[src/rtl/bcd_seg_scan.sv]
// bcd_seg_scan: time-multiplexed 7-segment driver fed by packed BCD, frame-synchronous display update
//   sclk     : system clock, rising edge
//   s_rst    : synchronous active-high reset
//   bcd_vld  : one-cycle strobe qualifying bcd_data
//   bcd_data : packed BCD, nibble 0 = least significant digit
//   sel      : active-low digit enable, one-hot-zero while scanning
//   seg      : active-low segments, seg[6:0] = g..a, seg[7] = dp (always off)
//   Optional: define BCD_SEG_LZ_BLANK_EN to blank leading zero digits
module bcd_seg_scan #(
  parameter int DIG_NUM  = 2,
  parameter int SCAN_DIV = 50000
) (
  input  logic                 sclk,
  input  logic                 s_rst,
  input  logic                 bcd_vld,
  input  logic [4*DIG_NUM-1:0] bcd_data,
  output logic [DIG_NUM-1:0]   sel,
  output logic [7:0]           seg
);
  localparam int DW = $clog2(SCAN_DIV);
  localparam int IW = (DIG_NUM > 1) ? $clog2(DIG_NUM) : 1;
`ifdef BCD_SEG_LZ_BLANK_EN
  localparam bit LZ = 1'b1;
`else
  localparam bit LZ = 1'b0;
`endif
  typedef enum logic {BLANK, SHOW} state_t;
  state_t               r_state;
  logic [DW-1:0]        r_div_cnt;
  logic [IW-1:0]        r_dig_idx;
  logic [4*DIG_NUM-1:0] r_shadow;
  logic [4*DIG_NUM-1:0] r_disp;
  logic                 r_pend;
  logic                 w_div_end;
  logic                 w_last_dig;
  logic [3:0]           w_nib;
  logic                 w_blank;
  logic                 w_acc;
  logic [DIG_NUM-1:0]   w_sel;
  function automatic logic [7:0] f_dec(input logic [3:0] n);
    case (n)
      4'd0:    f_dec = 8'hC0;
      4'd1:    f_dec = 8'hF9;
      4'd2:    f_dec = 8'hA4;
      4'd3:    f_dec = 8'hB0;
      4'd4:    f_dec = 8'h99;
      4'd5:    f_dec = 8'h92;
      4'd6:    f_dec = 8'h82;
      4'd7:    f_dec = 8'hF8;
      4'd8:    f_dec = 8'h80;
      4'd9:    f_dec = 8'h90;
      default: f_dec = 8'hBF;
    endcase
  endfunction
  assign w_div_end  = r_div_cnt == DW'(SCAN_DIV - 1);
  assign w_last_dig = r_dig_idx == IW'(DIG_NUM - 1);
  // Walk from the top digit down so w_acc tells whether any nibble at or above i is non-zero.
  always_comb begin
    w_nib   = '0;
    w_blank = 1'b0;
    w_acc   = 1'b0;
    w_sel   = '1;
    for (int i = DIG_NUM - 1; i >= 0; i--) begin
      w_acc    = w_acc | (r_disp[4*i +: 4] != 4'd0);
      w_sel[i] = r_dig_idx != IW'(i);
      if (r_dig_idx == IW'(i)) begin
        w_nib   = r_disp[4*i +: 4];
        w_blank = LZ && (i > 0) && !w_acc;
      end
    end
  end
  // A strobe coinciding with frame end lands in the shadow after the old shadow is committed;
  // the later non-blocking write keeps pend set.
  always_ff @(posedge sclk) begin
    if (s_rst) begin
      r_state   <= BLANK;
      r_div_cnt <= '0;
      r_dig_idx <= '0;
      r_shadow  <= '0;
      r_disp    <= '0;
      r_pend    <= 1'b0;
      sel       <= '1;
      seg       <= 8'hFF;
    end else begin
      r_div_cnt <= w_div_end ? '0 : r_div_cnt + 1'b1;
      if (w_div_end) r_dig_idx <= w_last_dig ? '0 : r_dig_idx + 1'b1;
      if (w_div_end && w_last_dig && r_pend) begin
        r_disp  <= r_shadow;
        r_pend  <= 1'b0;
        r_state <= SHOW;
      end
      if (bcd_vld) begin
        r_shadow <= bcd_data;
        r_pend   <= 1'b1;
      end
      sel <= w_sel;
      seg <= (r_state == SHOW && !w_blank) ? f_dec(w_nib) : 8'hFF;
    end
  end
endmodule

[config.mk]
export PLATFORM = sky130hd
export DESIGN_NAME = bcd_seg_scan
export DESIGN_NICKNAME = d
export VERILOG_FILES = /design/src/rtl/bcd_seg_scan.sv
export SDC_FILE = /design/constraint.sdc
export NUM_CORES = 1
export LEC_CHECK = 0
export ABC_AREA = 1
export ABC_CLOCK_PERIOD_IN_PS = 4700
export CAP_MARGIN = 20
export CORE_MARGIN = 2
export CORE_UTILIZATION = 55
export CTS_CLUSTER_DIAMETER = 150
export DETAILED_ROUTE_END_ITERATION = 10
export PLACE_DENSITY = 0.85
export SLEW_MARGIN = 20
export SYNTH_ARGS = -nofsm -noshare
export SYNTH_HDL_FRONTEND = slang
export SYNTH_SLANG_ARGS = --single-unit
export TNS_END_PERCENT = 30
[constraint.sdc]
create_clock -name sclk -period 4.7 [get_ports sclk]
set_input_delay 0.47 -clock sclk [delete_from_list [all_inputs] [get_ports sclk]]
set_output_delay 0.47 -clock sclk [all_outputs]
set_load 0.01 [all_outputs]
# ---- Word level (Yosys, flattened, before mapping)
# Memory sizes are Yosys's and may differ from the RTL's. A register that Yosys moved wholly into a read port is not among the register bits.
# Cells that the tools add are included.
dict set report totals {
  reg_bits 45
  romBits 112
  inputBits 11
  output_inout_bits 10
  wordCells 23
  memories 1
}
dict set report op_classes {
  addsub 2
  n_eq_ne 1
  muxes 4
  bitwise_logic 2
  n_reduce_logical 5
}
# memory words width rd rd_ports_with_merged_regs write_ports line_no
set mem_list {}
lappend mem_list {{(name not given)} 16 7 1 1 0 41} ;# case (n)
# cell count
set ops {}
lappend ops {{$add 16x1->16 const B} 1}
lappend ops {{$eq 16x16->1 const B} 1}
lappend ops {{$mux 4} 1}
lappend ops {{$reduce_or 2->1} 2}
lappend ops {{$mux 1} 3}
lappend ops {{$logic_and 1x1->1} 2}
lappend ops {{$not 1->1} 2}
lappend ops {{$reduce_bool 2->1} 1}
lappend ops {{$add 1x1->1 const B} 1}

# ---- Logic depth before layout (Yosys ltp)
dict set report logic_depth {
  word_depth 5
  ltp_mapped 9
  mapped_depth_nobuf 8
}

# ---- Least setup slack after synthesis
# Ideal clock, no wire load.
dict set report synth_timing {
  kind {flip-flop to flip-flop}
  from {register r_dig_idx}
  to {register seg[6]}
  arrival_ps 1504
  required_time_ps 4580
  slack_ps 3076
  path_stages_with_launch 8
  period_less_slack_ps 1624
  cell_sequence {dfxtp_1 -> buf_4 -> o21ai_1 -> inv_1 -> ha_1 -> or2_2 -> o211ai_1 -> nand2_1}
}
dict set report synth_between {
  elab_chain_cells 1
}
# element line_no
set synth_rtl {}
lappend synth_rtl {{start, declared} 30} ;# logic [IW-1:0] r_dig_idx;
lappend synth_rtl {{start signal, assigned} 86} ;# if (w_div_end) r_dig_idx <= w_last_dig ? '0 : r_dig_idx + 1'b1;
lappend synth_rtl {{$mux 4} 66} ;# if (r_dig_idx == IW'(i)) begin
lappend synth_rtl {{end, declared} 18} ;# output logic [7:0] seg
# No other way between the ends.
# A chain may end at the register's enable or synchronous reset.

# ---- Final worst setup path
# Ends and elaborated chain as after synthesis.

==> metrics.csv <==
stage,metric,value,unit
run_status,status,"finished, final reports clean",
setup_path,timing.critical_path.max_delay_family,flip-flops,
clocking,clock_path_buffers,2,
sta,tightestPinTransition,0.510,ns
synth,synthMuxAreaShare,0,%
sta,timing_hold_violations_final,0,
finish,post_route_cells_drive_above_1_share,8.54,%
synth,asyncSetResetFlopFracSynth,0,%
setup_path,worst_r2r_path_depth,7,
grt,vias_in_the_first_global_route,1414,
synth,post_synth_and_or_nand_nor_area_fraction,32.5,%
power,power.density_cell_area,287,nW/um^2
setup_path,critical_path.startpoint_type,flip-flop,
grt,globalRouteOverflowTotal,0,
synth,synth_enable_flop_cells,0,
worst_hold_path,hold_class,flip-flop to flip-flop,
setup_path,r2r_end,seg[6],
place,port-buffer-count,19,
synth,synth_compound_area_share,7.20,%
sta,rsz0062_at_grt,false,
synth,synth_commonest_cells,"58 x nor2_1, 54 x nand2_1, 44 x dfxtp_1, 27 x inv_1, 12 x o21ai_0",
sta,layout_worst_path_cycle_share,40.4,%
setup_path,crit_top_cell,nand2_1,
sta,finalWorstPathRequiredPeriod,1.90,ns
power,max-vdd-ir-drop,0.258,mV
sta,timing.final.max_slew_violations,0,
grt,wire_length_of_the_first_global_routing_pass,6.05,mm
setup_path,timing.critical_path.fanout_max,12,
place,globalplace.congestion,0.804,
detailed_routing,top_layer_used_by_detailed_routing,met4,
floorplan,rows,21,
detailed_routing,via_count,1569,
floorplan,die_span_in_x,63.8,um
grt,grt_start_max_net_pins,21,
sta,setup-violations-final,0,
clocking,worst_setup_hold_path_clk_slew,0.13,ns
grt,globalRouteTotalUtil,18.8,%
clocking,clk-insertion-delay-late,0.36,ns
power,power.leakage,0.908,nW
synth,ys_dominant_reg_cell,dfxtp_1,
synth,synth_largest_type_area_fraction,44.8,%
sta,clock_skew,0.0137,ns
clocking,root_buffer,clkbuf_4,
setup_path,crit_type,flip-flop to flip-flop,
finish,finalCoreUtilization,66.1,%
clocking,holdBufCountCts,0,
clocking,cts.repair_timing.setup_buffer_count,0,
detailed_routing,post_drt_via_cell_ratio,4.80,
sta,maxSlewHeadroom,66.0,%
worst_hold_path,holdPathEnd,r_div_cnt[0],
worst_hold_path,worstHoldStart,r_div_cnt[0],
floorplan,io-pin-count,21,
finish,synth_to_layout_area_growth,14.0,%
clocking,clock_sinks,44,
detailed_routing,wl_met3,212,um
synth,synthXorXnorAreaFrac,3.12,%
setup_path,timing.reg2reg.setup_slack,2.80,ns
place,hpwl,2.32,mm
setup_path,startpoint_of_the_most_critical_register_to_register_path,r_dig_idx,
place,placement_setup_slack,2.63,ns
setup_path,critical_path_buf_inv_count,1,
synth,synth_sequential_area_ratio,44.8,%
setup_path,crit_path_cell_trace,nand2_1 -> o21ai_1 -> inv_1 -> ha_1 -> or2_2 -> o211ai_1 -> nand2_1,
detailed_routing,initialDrtViolationCount,63,
synth,synth_cell_types,32,
detailed_routing,routed_wire_length_per_instance,9.91,um
flow_run,max_cap_viol_count,0,
finish,fill_cells,299,
synth,synth.most_common_cell,nor2_1,
sta,setup_ws,2.80,ns
sta,clock.fmax,527,MHz
floorplan,dieArea,4070,um^2
synth,synth.avg_cell_area,7.56,um^2
setup_path,critical-path-max-stage-delay,0.63,ns
synth,ys_seq_elements,44,
floorplan,coreArea,3390,um^2
setup_path,crit_arrival,2.15,ns
synth,yosysWarningCount,0,
clocking,cts_tree,built,
floorplan,floorplan.initialDensity,58.0,%
grt,initial_antenna_violation_count,0,
synth,synth_cells,260,
detailed_routing,firstDrtPassIters,4,
sta,finalSetupTns,0,ns
clocking,cts_max_level,2,
synth,mappedNetlistNets,277,
synth,post_synth_fa_ha_maj_area_fraction,3.82,%
finish,layout.nets,297,
synth,synth.area.top_cells,"dfxtp_1 45%, nor2_1 11%, nand2_1 10%",
finish,num_antenna_cells,0,
detailed_routing,detail-route-antenna-nets,0,
clocking,postCtsResizedCells,0,
setup_path,critPathRequiredTime,4.95,ns
worst_hold_path,hold_path_depth,1,
synth,synth_top_family_by_area,simple AND/OR/NAND/NOR gates,
detailed_routing,drt_drc_violations_left,0,
synth,netlist.top_cell.by_area,dfxtp_1,
clocking,inserted_clock_buffers,5,
detailed_routing,wirelength_met1,1.57,mm
setup_path,crit_slowest_cell,dfxtp_1,
setup_path,worstSetupEndpointType,flip-flop,
sta,hold_ws,0.456,ns
detailed_routing,detail_route.wirelength,3.24,mm
synth,syn-cell-area,1960,um^2
floorplan,die_h,63.8,um
detailed_routing,met2RoutedLength,1.38,mm
stage by stage:
stage               instance area [um^2]  power [mW]  instances
floorplan                           1960       0.409        260
global placement                    2160       0.419        319
detailed placement                  2160       0.421        319
CTS                                 2240       0.650        327
global route                        2240       0.671        327
finish                              2240       0.644        327
per-layer routing:
layer  global-route usage, %  vias up
li1                        -      845
met1                    25.4      673
met2                    27.2       43
met3                    5.46        8
met4                    9.51        0
met5                       0        -
power by group:
group	switching (mW)	internal, mW	total (mW)
registers	0.00457	0.381	0.385
clock network	0.120	0.111	0.231
logic	0.0141	0.0130	0.0271
total	0.139	0.505	0.644
logic make-up after synthesis:
group,count (synthesis)
DFF,44
other,1
AOI/OAI and AO/OA,26
buffers and inverters,35
and+or+nand+nor,141
adders and majority gates,6
xor gates and xnor gates,7
cells in the final DEF, fill, tap and decap left out, drive strengths merged:
cell type,netlist,routed
nor3,5,5
inv,27,27
nor3b,1,1
clkdlybuf4s50,0,19
clkinvlp,0,1
or2,2,2
dfxtp,44,44
xnor2,1,1
nand3b,2,2
ha,6,6
bufinv,0,1
nor2,60,60
o211ai,1,1
o21ai,15,15
nand4,4,4
conb,1,1
clkinv,2,3
nand3,9,9
nand2,58,58
clkbuf,1,5
o22ai,1,1
xor2,6,6
a21oi,9,9
worst max path at each step:
stage | depth (start not counted) | start | to
floorplan | 7 | r_dig_idx | seg[6]
global placement | 4 | s_rst | r_div_cnt[2]
detailed placement | 4 | s_rst | r_div_cnt[2]
CTS | 7 | r_dig_idx | seg[6]
global route | 7 | r_dig_idx | seg[6]
finish | 7 | r_dig_idx | seg[6]
state kept, by name (all words and copies together) (netlist names):
signal / count
seg: 7
sel: 2
r_dig_idx: 1
r_div_cnt: 16
r_disp: 8
r_pend: 1
r_state: 1
r_shadow: 8
area by class of cell:
| class | instances | area [um^2] | share of cell area, % |
|---|---|---|---|
| inverters | 29 | 110 | 4.92 |
| flip-flops and latches | 44 | 881 | 39.3 |
| clock inverters | 3 | 42.5 | 1.90 |
| well taps | 46 | 57.6 | 2.57 |
| repair buffers | 19 | 190 | 8.49 |
| multi-input cells | 181 | 921 | 41.1 |
| clock buffers | 5 | 37.5 | 1.68 |
Note: power is estimated with default switching activity, not from simulation.
